**config.mk**
```make
export PLATFORM = sky130hd
export DESIGN_NAME = icache
export DESIGN_NICKNAME = d
export VERILOG_FILES = /design/src/rtl/icache_pkg.sv /design/src/rtl/icache_line_store.sv /design/src/rtl/icache.sv
export SDC_FILE = /design/constraint.sdc
export NUM_CORES = 2
export LEC_CHECK = 0
export ABC_AREA = 1
export CORE_MARGIN = 5
export CORE_UTILIZATION = 45
export DETAILED_ROUTE_END_ITERATION = 10
export GPL_TIMING_DRIVEN = 1
export PLACE_DENSITY = 0.57
export RECOVER_POWER = 50
export SYNTH_ARGS = -nofsm -noshare
export SYNTH_HDL_FRONTEND = slang
export SYNTH_SLANG_ARGS = --single-unit
```
**constraint.sdc**
```tcl
create_clock -name clk -period 5.2 [get_ports clk]
set_clock_uncertainty 0.15 [all_clocks]
set_input_delay 1.04 -clock clk [delete_from_list [all_inputs] [get_ports clk]]
set_output_delay 1.04 -clock clk [all_outputs]
set_load 0.05 [all_outputs]
```
**src/rtl/icache_pkg.sv**
```systemverilog
// icache shared definitions.
// State encodings, bus widths and default geometry.
package icache_pkg;

  typedef enum logic [1:0] {
    IC_IDLE = 2'd0,
    IC_MISS = 2'd1,
    IC_RESP = 2'd2
  } ic_state_e;

  localparam int ADDR_W    = 32;
  localparam int INST_W    = 32;
  localparam int IDX_W_DEF = 6;

endpackage

```
**src/rtl/icache_line_store.sv**
```systemverilog
// icache tag/data arrays.
// Sync write port, async read port; not reset.
module icache_line_store
  import icache_pkg::*;
#(
  parameter int IDX_W = IDX_W_DEF,
  parameter int TAG_W = 30 - IDX_W
) (
  input  logic              clk,
  input  logic              we,
  input  logic [IDX_W-1:0]  widx,
  input  logic [TAG_W-1:0]  wtag,
  input  logic [INST_W-1:0] wdata,
  input  logic [IDX_W-1:0]  ridx,
  output logic [TAG_W-1:0]  rtag,
  output logic [INST_W-1:0] rdata
);

  localparam int NL = 1 << IDX_W;

  logic [TAG_W-1:0]  tag_q  [NL];
  logic [INST_W-1:0] data_q [NL];

  // refill write: one line per completed memory word
  always_ff @(posedge clk) begin
    if (we) begin
      tag_q[widx]  <= wtag;
      data_q[widx] <= wdata;
    end
  end

  assign rtag  = tag_q[ridx];
  assign rdata = data_q[ridx];

endmodule

```
**src/rtl/icache.sv**
```systemverilog
// icache top: direct-mapped read-only cache.
// One outstanding fetch, word refill, squashable answer.
module icache
  import icache_pkg::*;
#(
  parameter int IDX_W = IDX_W_DEF,
  parameter int TAG_W = 30 - IDX_W
) (
  input  logic              clk,
  input  logic              rst_n,
  input  logic              rdy,
  input  logic [ADDR_W-1:0] pc_cache,
  input  logic              pc_flag,
  input  logic              jp_ok,
  output logic [INST_W-1:0] ins_ori,
  output logic              ins_ori_flag,
  output logic              mem_req,
  output logic [ADDR_W-1:0] mem_addr,
  input  logic [INST_W-1:0] mem_data,
  input  logic              mem_done
);

  localparam int NL = 1 << IDX_W;

  ic_state_e         state_q, state_d;
  logic              squash_q, squash_d;
  logic [NL-1:0]     valid_q, valid_d;
  logic [INST_W-1:0] ins_ori_q, ins_ori_d;
  logic              flag_q, flag_d;
  logic              mem_req_q, mem_req_d;
  logic [ADDR_W-1:0] mem_addr_q, mem_addr_d;

  logic [IDX_W-1:0]  pc_idx, miss_idx;
  logic [TAG_W-1:0]  pc_tag, miss_tag, rtag;
  logic [INST_W-1:0] rdata;
  logic              hit, fill, killed;
  logic              unused_ok;

  assign pc_idx   = pc_cache[2 +: IDX_W];
  assign pc_tag   = pc_cache[ADDR_W-1 -: TAG_W];
  assign miss_idx = mem_addr_q[2 +: IDX_W];
  assign miss_tag = mem_addr_q[ADDR_W-1 -: TAG_W];
  assign hit      = valid_q[pc_idx] && (rtag == pc_tag);
  assign fill     = rdy && (state_q == IC_MISS) && mem_done;
  assign killed   = squash_q || jp_ok;
  assign unused_ok = &{1'b0, pc_cache[1:0]};

  icache_line_store #(
    .IDX_W(IDX_W),
    .TAG_W(TAG_W)
  ) u_store (
    .clk  (clk),
    .we   (fill),
    .widx (miss_idx),
    .wtag (miss_tag),
    .wdata(mem_data),
    .ridx (pc_idx),
    .rtag (rtag),
    .rdata(rdata)
  );

  // state and registered outputs
  always_ff @(posedge clk or negedge rst_n) begin
    if (!rst_n) begin
      state_q    <= IC_IDLE;
      squash_q   <= 1'b0;
      valid_q    <= '0;
      ins_ori_q  <= '0;
      flag_q     <= 1'b0;
      mem_req_q  <= 1'b0;
      mem_addr_q <= '0;
    end else begin
      state_q    <= state_d;
      squash_q   <= squash_d;
      valid_q    <= valid_d;
      ins_ori_q  <= ins_ori_d;
      flag_q     <= flag_d;
      mem_req_q  <= mem_req_d;
      mem_addr_q <= mem_addr_d;
    end
  end

  // next state; rdy low freezes everything
  always_comb begin
    state_d = state_q;
    if (rdy) begin
      unique case (state_q)
        IC_IDLE: begin
          if (pc_flag && !jp_ok)
            state_d = hit ? IC_RESP : IC_MISS;
        end
        IC_MISS: begin
          if (mem_done)
            state_d = killed ? IC_IDLE : IC_RESP;
        end
        IC_RESP: state_d = IC_IDLE;
        default: state_d = IC_IDLE;
      endcase
    end
  end

  // outputs, squash tracking and valid bits
  always_comb begin
    ins_ori_d  = ins_ori_q;
    flag_d     = flag_q;
    mem_req_d  = mem_req_q;
    mem_addr_d = mem_addr_q;
    squash_d   = squash_q;
    valid_d    = valid_q;
    if (rdy) begin
      flag_d = 1'b0;
      unique case (state_q)
        IC_IDLE: begin
          if (pc_flag && !jp_ok) begin
            if (hit) begin
              ins_ori_d = rdata;
              flag_d    = 1'b1;
            end else begin
              mem_req_d  = 1'b1;
              mem_addr_d = {pc_cache[ADDR_W-1:2], 2'b00};
            end
          end
        end
        IC_MISS: begin
          squash_d = killed;
          if (mem_done) begin
            valid_d[miss_idx] = 1'b1;
            mem_req_d         = 1'b0;
            squash_d          = 1'b0;
            if (!killed) begin
              ins_ori_d = mem_data;
              flag_d    = 1'b1;
            end
          end
        end
        default: ;
      endcase
    end
  end

  assign ins_ori      = ins_ori_q;
  assign ins_ori_flag = flag_q;
  assign mem_req      = mem_req_q;
  assign mem_addr     = mem_addr_q;

endmodule

```
==> results.py <==
metrics = {
    "cts": {
        "clkTransAtPathRegs_ps": 60,
        "clockRootBuffer": "clkbuf_16",
        "hold_buffers": 0,
        "numCtsBuffers": 380,
        "cts_tree": "built",
        "cts_resized": 0,
        "clkLatencyLatePin_ps": 950,
        "clock_path_buffers": 4,
        "post_cts_buffers": 0,
        "htree_levels": 5,
        "clock-sinks": 3715,
    },
    "yosys": {
        "synth_enable_flop_cells": 3584,
        "synth_cell_type_count": 37,
        "yosysSeqAreaShare": 0.753,
        "synthMuxAreaShare": 0,
        "synth-adder-area-share": 0,
        "synth_commonest_cells": "3584 x edfxtp_1, 1966 x nand2_1, 1671 x nand3_1",
        "synth-xor-area-share": 0.0000595,
        "async_reset_ff_frac": 0.0353,
        "ys_ff_latch": 3715,
        "netlist_area_mm2": 0.147,
        "synth_ff_type": "edfxtp_1",
        "synth_compound_area_frac": 0.0737,
        "yosysTopAreaCellShare": 0.731,
        "synth_area_leader_cell": "edfxtp_1",
        "synth-simple-area-share": 0.147,
        "synth_top_family_by_area": "simple AND/OR/NAND/NOR gates",
        "synth_area_leaders": "edfxtp_1 73%, nand3_1 5.7%, nand2_1 5.0%",
        "syn_inst": 11600,
        "yosys.cell_count.top_type": "edfxtp_1",
        "yosysWarningCount": 0,
        "synth_area_per_cell_um2": 12.7,
    },
    "pwr": {
        "seq_power_share": 0.506,
        "switching_share": 0.256,
        "p_leak_nw": 56.3,
        "switchingPower_mw": 18.1,
        "peakVddDrop_mv": 0.419,
        "p_comb_frac": 0.110,
        "internal_power_mw": 52.5,
        "p_clk_frac": 0.384,
        "power_density_mw_per_mm2": 422,
    },
    "finish": {
        "design_area_mm2": 0.167,
        "nets": 11800,
        "fin_util": 0.513,
        "drive_above_1_share": 0.0896,
        "filler_cell_count": 27500,
        "stdcell_count": 16400,
        "syn_to_final_growth_pct": 13.7,
    },
    "timing": {
        "fin_setup_tns_ps": 0,
        "worst_slew_pin_slew_ps": 2910,
        "period_share": 0.835,
        "fin_crit_ps": 4340,
        "rsz0062_at_grt": "false",
        "slew_viol_final": 2732,
        "finalSetupViolCount": 0,
        "slew-limit-headroom": -0.940,
        "fmax_ghz": 0.230,
        "timing.final.hold_violations": 0,
    },
    "critical_path": {
        "crit_arrival_ps": 3150,
        "slowest_stage": "clkdlybuf4s50_1",
        "critPathRequiredTime_ps": 4010,
        "cp_top_family": "buffers and inverters",
        "r2r_start": "state_q[0]",
        "path_cells": "clkdlybuf4s50_1",
        "path_class": "reg -> out",
        "critPathBufInv": 1,
        "cpPeakStageDelay_ps": 1140,
        "end_kind": "primary output",
        "startpoint_type": "flop",
        "crit_path_start": "mem_addr[31]",
        "critPathMaxFanout": 66,
    },
    "place": {
        "place_hpwl_um": 245000,
        "placed_cells_incl_taps": 15700,
        "gp_congestion": 0.821,
        "port_buffers": 131,
        "dpl_cell_area_mm2": 0.155,
    },
    "drt": {
        "drt_iter0_markers": 14100,
        "wl_per_cell_um": 30.0,
        "vias": 101000,
        "wl_um": 490000,
        "drc": 0,
        "drt-vias-per-instance": 6.19,
        "drt_pass1_iterations": 6,
        "ant_nets": 0,
    },
    "global_route": {
        "grt_pass1_wl_um": 691000,
        "antenna_found_initial": 27,
        "grt_max_degree": 195,
        "gr-usage-all-layers": 0.281,
        "grt_overflow_total": 0,
        "grt_pass1_vias": 94700,
    },
    "floorplanning": {
        "fp.dieH_um": 582,
        "die_area_mm2": 0.339,
        "die_w_um": 582,
        "fp-row-count": 210,
        "initial_core_util": 0.451,
        "core_mm2": 0.327,
        "ios": 136,
    },
    "min_path": {
        "holdCritStartpoint": "mem_data[22]",
        "hp-class": "in -> reg",
    },
    "outcome": {
        "violations": "capacitance limit, slew limit",
        "status": "finished, violations left",
    },
    "run": {
        "drv_cap": 45,
    },
}
## routing by layer
layer / share of wire / GRT usage / vias up
met1: 0.40 / 0.406 / 51600
met5: 0.00022 / 0 / -
met4: 0.044 / 0.111 / 16
li1: - / - / 42800
met2: 0.45 / 0.429 / 5851
met3: 0.11 / 0.0443 / 1059
## power groups by stage
stage | registers [mW] | clock network, mW | logic [mW]
after detailed placement | 36.2 | 0 | 7.77
after floorplan | 37.5 | 0 | 2.78
after global placement | 36.2 | 0 | 7.63
final | 35.7 | 27.1 | 7.79
after global routing | 35.8 | 28.7 | 8.32
after CTS | 35.6 | 27.5 | 7.80
## worst paths after layout
path,cells past startpoint,slack [ps],end
setup / recovery,1,860,mem_addr[31]
hold / removal,1,200,u_store.data_q[21][22]
setup reg to reg,8,880,u_store.tag_q[2][4]
hold reg to reg,1,320,valid_q[41]
max in group asynchronous,2,1120,ins_ori[13]
min in group asynchronous,1,850,mem_addr[30]
## placed cells by master, fill, tap and decap left out, drive strengths merged, types with 3 or more instances in the layout
| cell | count |
|---|---|
| dfrtp | 131 |
| nand3 | 1671 |
| clkbuf | 548 |
| or2 | 68 |
| o22ai | 452 |
| o211ai | 42 |
| edfxtp | 3584 |
| diode | 12 |
| nand2 | 1967 |
| nand3b | 14 |
| o221ai | 129 |
| a21oi | 11 |
| bufinv | 35 |
| o32ai | 7 |
| buf | 385 |
| o311ai | 8 |
| nor2 | 1357 |
| a31oi | 19 |
| clkdlybuf4s50 | 92 |
| o21ai | 1243 |
| clkinv | 149 |
| inv | 49 |
| nor3 | 4 |
| clkinvlp | 8 |
| o31ai | 3 |
| nand4 | 34 |
## kinds of logic (layout without fill, tap and decap cells)
logic type | Yosys count | count (layout)
AND/OR/NAND/NOR | 5116 | 5116
other | 1 | 14
AO/OA/AOI/OAI | 1917 | 1917
flip-flops | 3715 | 3715
XOR/XNOR | 1 | 1
buffers and inverters | 862 | 1266
## state kept, by name (all words and copies together), names as in the netlist
name and count:
u_store.data_q 2048, u_store.tag_q 1536, valid_q 64, ins_ori 32
mem_addr 30, state_q 2, ins_ori_flag 1, mem_req 1
squash_q 1
## final cells by class
type / count / area, um2 / area share
Clock buffer: 487 / 10200 / 0.0608
Inverter: 35 / 180 / 0.00108
Clock inverter: 206 / 2120 / 0.0126
Antenna cell: 12 / 30.0 / 0.000179
Sequential cell: 3715 / 111000 / 0.662
Timing Repair Buffer: 538 / 5660 / 0.0338
Multi-Input combinational cell: 7036 / 32900 / 0.197
Tap cell: 4346 / 5440 / 0.0325
## through the flow
stage               hold WS [ps]  setup WS [ps]  power, mW
detailed placement           302            418       44.0
global route                 190            698       72.8
floorplan                    290            470       40.3
finish                       200            856       70.6
CTS                         80.5            837       70.8
global placement             301            337       43.8
No activity file was read; power rests on OpenSTA's default activity.
